===== src/rtl/wb_pkg.sv =====
// wb_pkg: shared definitions for the writeback arbiter.
//   RSTATUS_REG      - register that receives exception status writes ($30)
//   MD_DEPTH_DEFAULT - default depth of the multdiv result FIFO
//   wb_entry_t       - one buffered multdiv result {rd, data}
//   reg_onehot()     - one-hot register mask for a 5-bit register index
package wb_pkg;

  localparam logic [4:0]  RSTATUS_REG      = 5'd30;
  localparam int unsigned MD_DEPTH_DEFAULT = 2;

  typedef struct packed {
    logic [4:0]  rd;
    logic [31:0] data;
  } wb_entry_t;

  function automatic logic [31:0] reg_onehot(input logic [4:0] rd);
    return 32'd1 << rd;
  endfunction

endpackage


===== src/rtl/wb_md_fifo.sv =====
// wb_md_fifo: synchronous FIFO that holds multdiv results until the
// register-file write slot is free.
//   clock, ctrl_reset   - clock and synchronous active-high reset
//   push_i, push_entry_i - enqueue request and entry (dropped while full)
//   pop_i               - dequeue request (ignored while empty)
//   head_o              - oldest entry
//   full_o, empty_o, count_o - occupancy
//   valid_o, rd_o       - per-slot valid bits and destinations
module wb_md_fifo
  import wb_pkg::*;
#(
  parameter int unsigned DEPTH = MD_DEPTH_DEFAULT,
  localparam int unsigned AW   = $clog2(DEPTH)
) (
  input  logic                  clock,
  input  logic                  ctrl_reset,
  input  logic                  push_i,
  input  wb_entry_t             push_entry_i,
  input  logic                  pop_i,
  output wb_entry_t             head_o,
  output logic                  full_o,
  output logic                  empty_o,
  output logic [AW:0]           count_o,
  output logic [DEPTH-1:0]      valid_o,
  output logic [DEPTH-1:0][4:0] rd_o
);

  wb_entry_t        mem_q [DEPTH];
  logic [AW-1:0]    wptr_q;
  logic [AW-1:0]    rptr_q;
  logic [AW:0]      count_q;
  logic [AW:0]      count_d;
  logic [DEPTH-1:0] valid_q;
  logic [DEPTH-1:0] valid_d;
  logic             do_push;
  logic             do_pop;

  // Gate requests by occupancy and compute next count and valid vector.
  always_comb begin
    full_o  = (count_q == (AW+1)'(DEPTH));
    empty_o = (count_q == '0);
    do_push = push_i && !full_o;
    do_pop  = pop_i && !empty_o;
    valid_d = valid_q;
    if (do_pop) begin
      valid_d[rptr_q] = 1'b0;
    end else begin
      valid_d = valid_d;
    end
    if (do_push) begin
      valid_d[wptr_q] = 1'b1;
    end else begin
      valid_d = valid_d;
    end
    case ({do_push, do_pop})
      2'b10:   count_d = count_q + 1'b1;
      2'b01:   count_d = count_q - 1'b1;
      default: count_d = count_q;
    endcase
  end

  // FIFO storage, pointers and occupancy.
  always_ff @(posedge clock) begin
    if (ctrl_reset) begin
      wptr_q  <= '0;
      rptr_q  <= '0;
      count_q <= '0;
      valid_q <= '0;
      for (int i = 0; i < DEPTH; i++) begin
        mem_q[i] <= '0;
      end
    end else begin
      if (do_push) begin
        mem_q[wptr_q] <= push_entry_i;
        wptr_q        <= wptr_q + 1'b1;
      end
      if (do_pop) begin
        rptr_q <= rptr_q + 1'b1;
      end
      count_q <= count_d;
      valid_q <= valid_d;
    end
  end

  // Expose head and per-slot destinations.
  always_comb begin
    head_o  = mem_q[rptr_q];
    count_o = count_q;
    valid_o = valid_q;
    for (int i = 0; i < DEPTH; i++) begin
      rd_o[i] = mem_q[i].rd;
    end
  end

endmodule


===== src/rtl/writeback_arbiter.sv =====
// writeback_arbiter: owns the register-file write port and merges pipeline
// writebacks, exception status writes and buffered multdiv results.
//   clock, ctrl_reset                    - clock, synchronous active-high reset
//   wb_valid/wb_rd/wb_data               - pipeline writeback (never stalled)
//   exc_valid/exc_code                   - exception status write to RSTATUS_REG
//   md_valid/md_rd/md_data/md_ready      - multdiv result handshake
//   ctrl_writeEnable/ctrl_writeReg/data_writeReg - registered write port
//   pend_mask                            - registers with an outstanding multdiv write
module writeback_arbiter
  import wb_pkg::*;
#(
  parameter int unsigned MD_DEPTH    = MD_DEPTH_DEFAULT,
  parameter logic [4:0]  RSTATUS_REG = wb_pkg::RSTATUS_REG
) (
  input  logic        clock,
  input  logic        ctrl_reset,
  input  logic        wb_valid,
  input  logic [4:0]  wb_rd,
  input  logic [31:0] wb_data,
  input  logic        exc_valid,
  input  logic [31:0] exc_code,
  input  logic        md_valid,
  input  logic [4:0]  md_rd,
  input  logic [31:0] md_data,
  output logic        md_ready,
  output logic        ctrl_writeEnable,
  output logic [4:0]  ctrl_writeReg,
  output logic [31:0] data_writeReg,
  output logic [31:0] pend_mask
);

  localparam int unsigned AW = $clog2(MD_DEPTH);

  wb_entry_t                  fifo_head;
  wb_entry_t                  push_entry;
  logic                       fifo_full;
  logic                       fifo_empty;
  logic [AW:0]                fifo_count;
  logic [MD_DEPTH-1:0]        fifo_valid;
  logic [MD_DEPTH-1:0][4:0]   fifo_rd;

  logic        md_keep, exc_sel, wb_sel, slot_free;
  logic        pop_s, byp_s, push_s;
  logic [31:0] fifo_mask;
  logic        we_d, we_q;
  logic [4:0]  wreg_d, wreg_q;
  logic [31:0] wdata_d, wdata_q;
  logic        from_md_d;
  logic [31:0] pend_d, pend_q;

  assign md_ready   = (fifo_count < (AW+1)'(MD_DEPTH));
  assign push_entry = '{rd: md_rd, data: md_data};

  wb_md_fifo #(.DEPTH(MD_DEPTH)) u_fifo (
    .clock        (clock),
    .ctrl_reset   (ctrl_reset),
    .push_i       (push_s),
    .push_entry_i (push_entry),
    .pop_i        (pop_s),
    .head_o       (fifo_head),
    .full_o       (fifo_full),
    .empty_o      (fifo_empty),
    .count_o      (fifo_count),
    .valid_o      (fifo_valid),
    .rd_o         (fifo_rd)
  );

  // Slot selection: exception, then pipeline, then FIFO head, then bypass.
  always_comb begin
    // A transfer to $0 is accepted but never stored or written.
    md_keep   = md_valid && md_ready && (md_rd != 5'd0);
    exc_sel   = exc_valid && wb_valid;
    wb_sel    = wb_valid && (wb_rd != 5'd0) && !exc_sel;
    slot_free = !exc_sel && !wb_sel;
    pop_s     = slot_free && !fifo_empty;
    byp_s     = slot_free && fifo_empty && md_keep;
    push_s    = md_keep && !byp_s && !fifo_full;

    we_d      = 1'b0;
    wreg_d    = 5'd0;
    wdata_d   = 32'd0;
    from_md_d = 1'b0;
    if (exc_sel) begin
      we_d    = 1'b1;
      wreg_d  = RSTATUS_REG;
      wdata_d = exc_code;
    end else if (wb_sel) begin
      we_d    = 1'b1;
      wreg_d  = wb_rd;
      wdata_d = wb_data;
    end else if (pop_s) begin
      we_d      = 1'b1;
      wreg_d    = fifo_head.rd;
      wdata_d   = fifo_head.data;
      from_md_d = 1'b1;
    end else if (byp_s) begin
      we_d      = 1'b1;
      wreg_d    = md_rd;
      wdata_d   = md_data;
      from_md_d = 1'b1;
    end else begin
      we_d = 1'b0;
    end

    // Next pending mask: surviving entries plus any new push plus the
    // multdiv write being issued. A popped entry is covered by the write term.
    fifo_mask = 32'd0;
    for (int i = 0; i < MD_DEPTH; i++) begin
      if (fifo_valid[i]) begin
        fifo_mask = fifo_mask | reg_onehot(fifo_rd[i]);
      end else begin
        fifo_mask = fifo_mask;
      end
    end
    pend_d = fifo_mask;
    if (push_s) begin
      pend_d = pend_d | reg_onehot(md_rd);
    end else begin
      pend_d = pend_d;
    end
    if (from_md_d) begin
      pend_d = pend_d | reg_onehot(wreg_d);
    end else begin
      pend_d = pend_d;
    end
  end

  // Registered write port and pending mask.
  always_ff @(posedge clock) begin
    if (ctrl_reset) begin
      we_q    <= 1'b0;
      wreg_q  <= 5'd0;
      wdata_q <= 32'd0;
      pend_q  <= 32'd0;
    end else begin
      we_q    <= we_d;
      wreg_q  <= wreg_d;
      wdata_q <= wdata_d;
      pend_q  <= pend_d;
    end
  end

  assign ctrl_writeEnable = we_q;
  assign ctrl_writeReg    = wreg_q;
  assign data_writeReg    = wdata_q;
  assign pend_mask        = pend_q;

endmodule


===== config.mk =====
export PLATFORM = sky130hd
export DESIGN_NAME = writeback_arbiter
export DESIGN_NICKNAME = d
export VERILOG_FILES = /design/src/rtl/wb_pkg.sv /design/src/rtl/wb_md_fifo.sv /design/src/rtl/writeback_arbiter.sv
export SDC_FILE = /design/constraint.sdc
export NUM_CORES = 1
export LEC_CHECK = 0
export ABC_AREA = 1
export BUFFER_PORTS_ARGS = -buffer_cell sky130_fd_sc_hd__buf_2
export CAP_MARGIN = 30
export CORE_AREA = 4 4 123 125
export CTS_BUF_LIST = sky130_fd_sc_hd__clkbuf_2
export DETAILED_ROUTE_END_ITERATION = 16
export DIE_AREA = 0 0 127 129
export GPL_TIMING_DRIVEN = 0
export PLACE_DENSITY = 0.91
export SLEW_MARGIN = 20
export SYNTH_ARGS = -nofsm -noshare
export SYNTH_HDL_FRONTEND = slang
export SYNTH_HIERARCHICAL = 1
export SYNTH_SLANG_ARGS = --single-unit

===== constraint.sdc =====
create_clock -name clock -period 7.9 [get_ports clock]
set_input_delay 0.79 -clock clock [delete_from_list [all_inputs] [get_ports clock]]
set_output_delay 0.79 -clock clock [all_outputs]
set_load 0.05 [all_outputs]

==> reports/metrics.csv <==
stage,metric,value,unit
critical_path,Critical Path End Type,flip-flop,
detailed_routing,initial drt markers,737,
final_layout,nets,1250,
timing,Slew Limit Fails,0,
clock_network,CTS buffer count,17,
critical_path,crit path launch type,flip-flop,
final_layout,layout cells sized above 1,27.9,%
critical_path,maximum fanout along the worst path,23,
place,post-detail-place hpwl,17.1,mm
critical_path,CP Cell Sequence,nor2_1 -> nand2_2 -> nor2_1 -> nand2_1 -> inv_2 -> buf_4 -> inv_1 -> nor2_2 -> nand3_2 -> buf_6 -> buf_6 -> nand2_2 -> buf_16,
yosys,"flops & latches, synth",151,
place,Setup WS pre-CTS,4.26,ns
yosys,ys async rst share,0,%
yosys,Syn Nets,1048,
timing,crit share post-route,40.1,%
yosys,synth unique cells,30,
clock_network,latest clock arrival within the worst-skew pair,0.77,ns
detailed_routing,Post-DRT Antenna Nets,0,
timing,actual slew at the worst max-slew pin,0.760,ns
floorplanning,# IOs,182,
yosys,Syn Area/Cell,8.40,sq um
critical_path,CP startpoint,u_fifo/count_o[1]$_SDFFE_PP0P_,
critical_path,CP required,8.36,ns
clock_network,post-cts sizing count,0,
critical_path,WP data arrival,3.62,ns
final_layout,FILL cells,1091,
critical_path,Buffers & Inverters on Critical Path,6,
yosys,Syn Inst Count,936,
floorplanning,die width,127,um
global_route,vias in the first global route,7310,
timing,fin crit period,3.17,ns
clock_network,"CTS clk-pin slew, worst paths",0.24,ns
pwr,P per Cell Area,191,nW/um^2
pwr,total power draw,1.77,mW
yosys,register area share after synthesis,47.9,%
timing,RSZ-0062 raised after global routing,no,
global_route,"Remaining Overflow, GRT",0,
run,maximum capacitance violations,0,
global_route,first-pass GRT wire length,35.5,mm
critical_path,Crit path max-delay family,simple AND/OR/NAND/NOR gates,
worst_hold_path,min-delay src,exc_code[9],
yosys,Main synth FF type,dfxtp_1,
global_route,Total GRT Usage,27.3,%
critical_path,slowest cell delay on critical path,0.43,ns
final_layout,Area Growth Syn to Fin,17.8,%
clock_network,clock root buffer,clkbuf_2,
worst_hold_path,type of the tightest min-delay check,primary input to flip-flop,
outcome,outcome,"complete, no violations",
place,Final Wtd Congestion,0.957,
timing,Setup WS post-layout,4.73,ns
clock_network,TritonCTS clock tree,yes,
clock_network,CTS Hold Bufs,0,
detailed_routing,via-per-instance ratio,5.73,
floorplanning,core box area,13900,sq um
timing,Max Clock Skew,0.0599,ns
final_layout,Final Core Density,66.7,%
pwr,leak pwr,4.20,nW
yosys,Post-synth EDFFs,74,
detailed_routing,Wirelength per Cell,17.0,um
detailed_routing,via count,7633,
floorplanning,num rows,43,
timing,# setup viols final,0,
detailed_routing,drt drc,0,
yosys,Ys Warns,6,
clock_network,CTS Sinks,151,
timing,Slew HR,49.2,%
yosys,Synth Cell Area,7860,sq um
clock_network,Post-CTS Repair Setup Buffers,0,
clock_network,Max clock buf depth,2,
critical_path,"slowest stage cell, crit path",dfxtp_1,
place,I/O Buffers,181,
timing,Final TNS setup,0,ns
critical_path,r2r startpoint,u_fifo/count_o[1]$_SDFFE_PP0P_,
floorplanning,die area,16400,sq um
final_layout,n_diodes,0,
detailed_routing,WL final,22.7,mm
floorplanning,Die Ht,129,um
global_route,initial antenna violation count,1,
pwr,Peak supply drop,0.000144,V
critical_path,critical setup path kind,flip-flop to flip-flop,
floorplanning,initial core utilization,56.6,%
detailed_routing,DRT Pass-1 Iters,10,
clock_network,H-tree levels,4,
timing,maximum clock frequency,0.316,GHz
timing,Fin. Hold Viols,0,
global_route,pin count of the biggest net entering global routing,29,
==> logic make-up after synthesis <==
kind of cell	after synthesis	share of synthesized area, %
AO/OA/AOI/OAI	139	11.3
adder cells (fa/ha/maj)	1	0.159
buffers and inverters	211	11.4
flip-flops	151	47.9
multiplexers	37	5.30
AND/OR/NAND/NOR	397	24.0
==> state kept, by name (all words and copies together), names as in the netlist, named ones only <==
name,count
ctrl_writeEnable,1
ctrl_writeReg,5
pend_mask,32
data_writeReg,32
u_fifo/wptr_q,1
u_fifo/count_o,2
u_fifo/mem_q,74
u_fifo/valid_o,2
u_fifo/rptr_q,1
==> Yosys cell counts (15+ instances only) <==
cell type	number	share of area, %
inv_1	135	6.4
nand2_1	118	5.6
nor2_1	103	4.9
nand3_1	95	6.0
dfxtp_1	77	20
edfxtp_1	74	28
o211ai_1	48	4.6
o21ai_0	40	2.5
nand4_1	39	3.1
mux2_2	37	5.3
a21oi_1	34	2.2
clkbuf_1	29	1.4
buf_2	17	1.1
o221ai_1	15	1.7
==> metal layers <==
layer  track usage [%]  share of wire [%]  vias to the layer above  routed length (um)
met4              10.9                3.9                        2                 877
li1                  -                  -                     3569                   -
met5                 0              0.053                        -                  12
met1              33.5                 38                     3512                8690
met2              46.2                 48                      460               11000
met3              7.22                9.3                       90                2120
==> path summary, 6_finish.rpt <==
| check | slack (ns) | cells after the start | endpoint |
|---|---|---|---|
| worst min register to register | 0.52 | 2 | u_fifo/wptr_q$_SDFFE_PP0N_ |
| worst min-delay path | 0.25 | 3 | data_writeReg[9]$_SDFF_PP0_ |
| worst max-delay path | 4.73 | 13 | u_fifo/mem_q[1][4]$_SDFFCE_PN0P_ |
| worst max register to register | 4.73 | 13 | u_fifo/mem_q[1][4]$_SDFFCE_PN0P_ |
==> worst min-delay path, stage by stage <==
cell and delay, ns:
buf_2 0.08, o211ai_1 0.08, inv_1 0.05
==> through the flow <==
stage | cells | area (sq um) | hold slack (ns)
floorplan | 936 | 7860 | 0.457
global placement | 1297 | 8990 | 0.483
detailed placement | 1299 | 9050 | 0.490
CTS | 1331 | 9260 | 0.241
global route | 1331 | 9260 | 0.202
finish | 1331 | 9260 | 0.254
==> placed cells by master (no fill, tap or decap), types with 3 or more instances in the layout <==
master,instances
nor2_2,5
nor2_4,6
mux2_2,37
nand3_4,3
nand2_1,116
clkinv_1,5
buf_6,5
nand2_2,9
buf_1,3
a21oi_1,34
nand3_2,3
o221ai_1,15
nor3_1,10
o211ai_1,48
clkbuf_2,17
clkbuf_1,29
inv_2,7
dfxtp_1,77
buf_4,12
nor4_1,6
nand4_1,39
nand3_1,95
buf_2,198
clkinv_2,5
inv_1,135
o21ai_0,40
edfxtp_1,74
nor2_1,103
==> report_power, final <==
part           total, mW  leakage (nW)  internal, mW  switching [mW]
clock network      0.411         0.137         0.116           0.295
logic              0.458          2.67         0.136           0.322
registers          0.904          1.40         0.884          0.0192
==> layout make-up <==
class	count	area, sq um	area share, %
multi-input cells	574	3210	34.6
well taps	180	225	2.43
clock inverters	15	128	1.38
clock buffers	17	85.1	0.919
inverters	145	544	5.88
repair buffers	183	953	10.3
plain buffers	66	352	3.80
flip-flops and latches	151	3760	40.6
(Power assumes the default switching activity.)
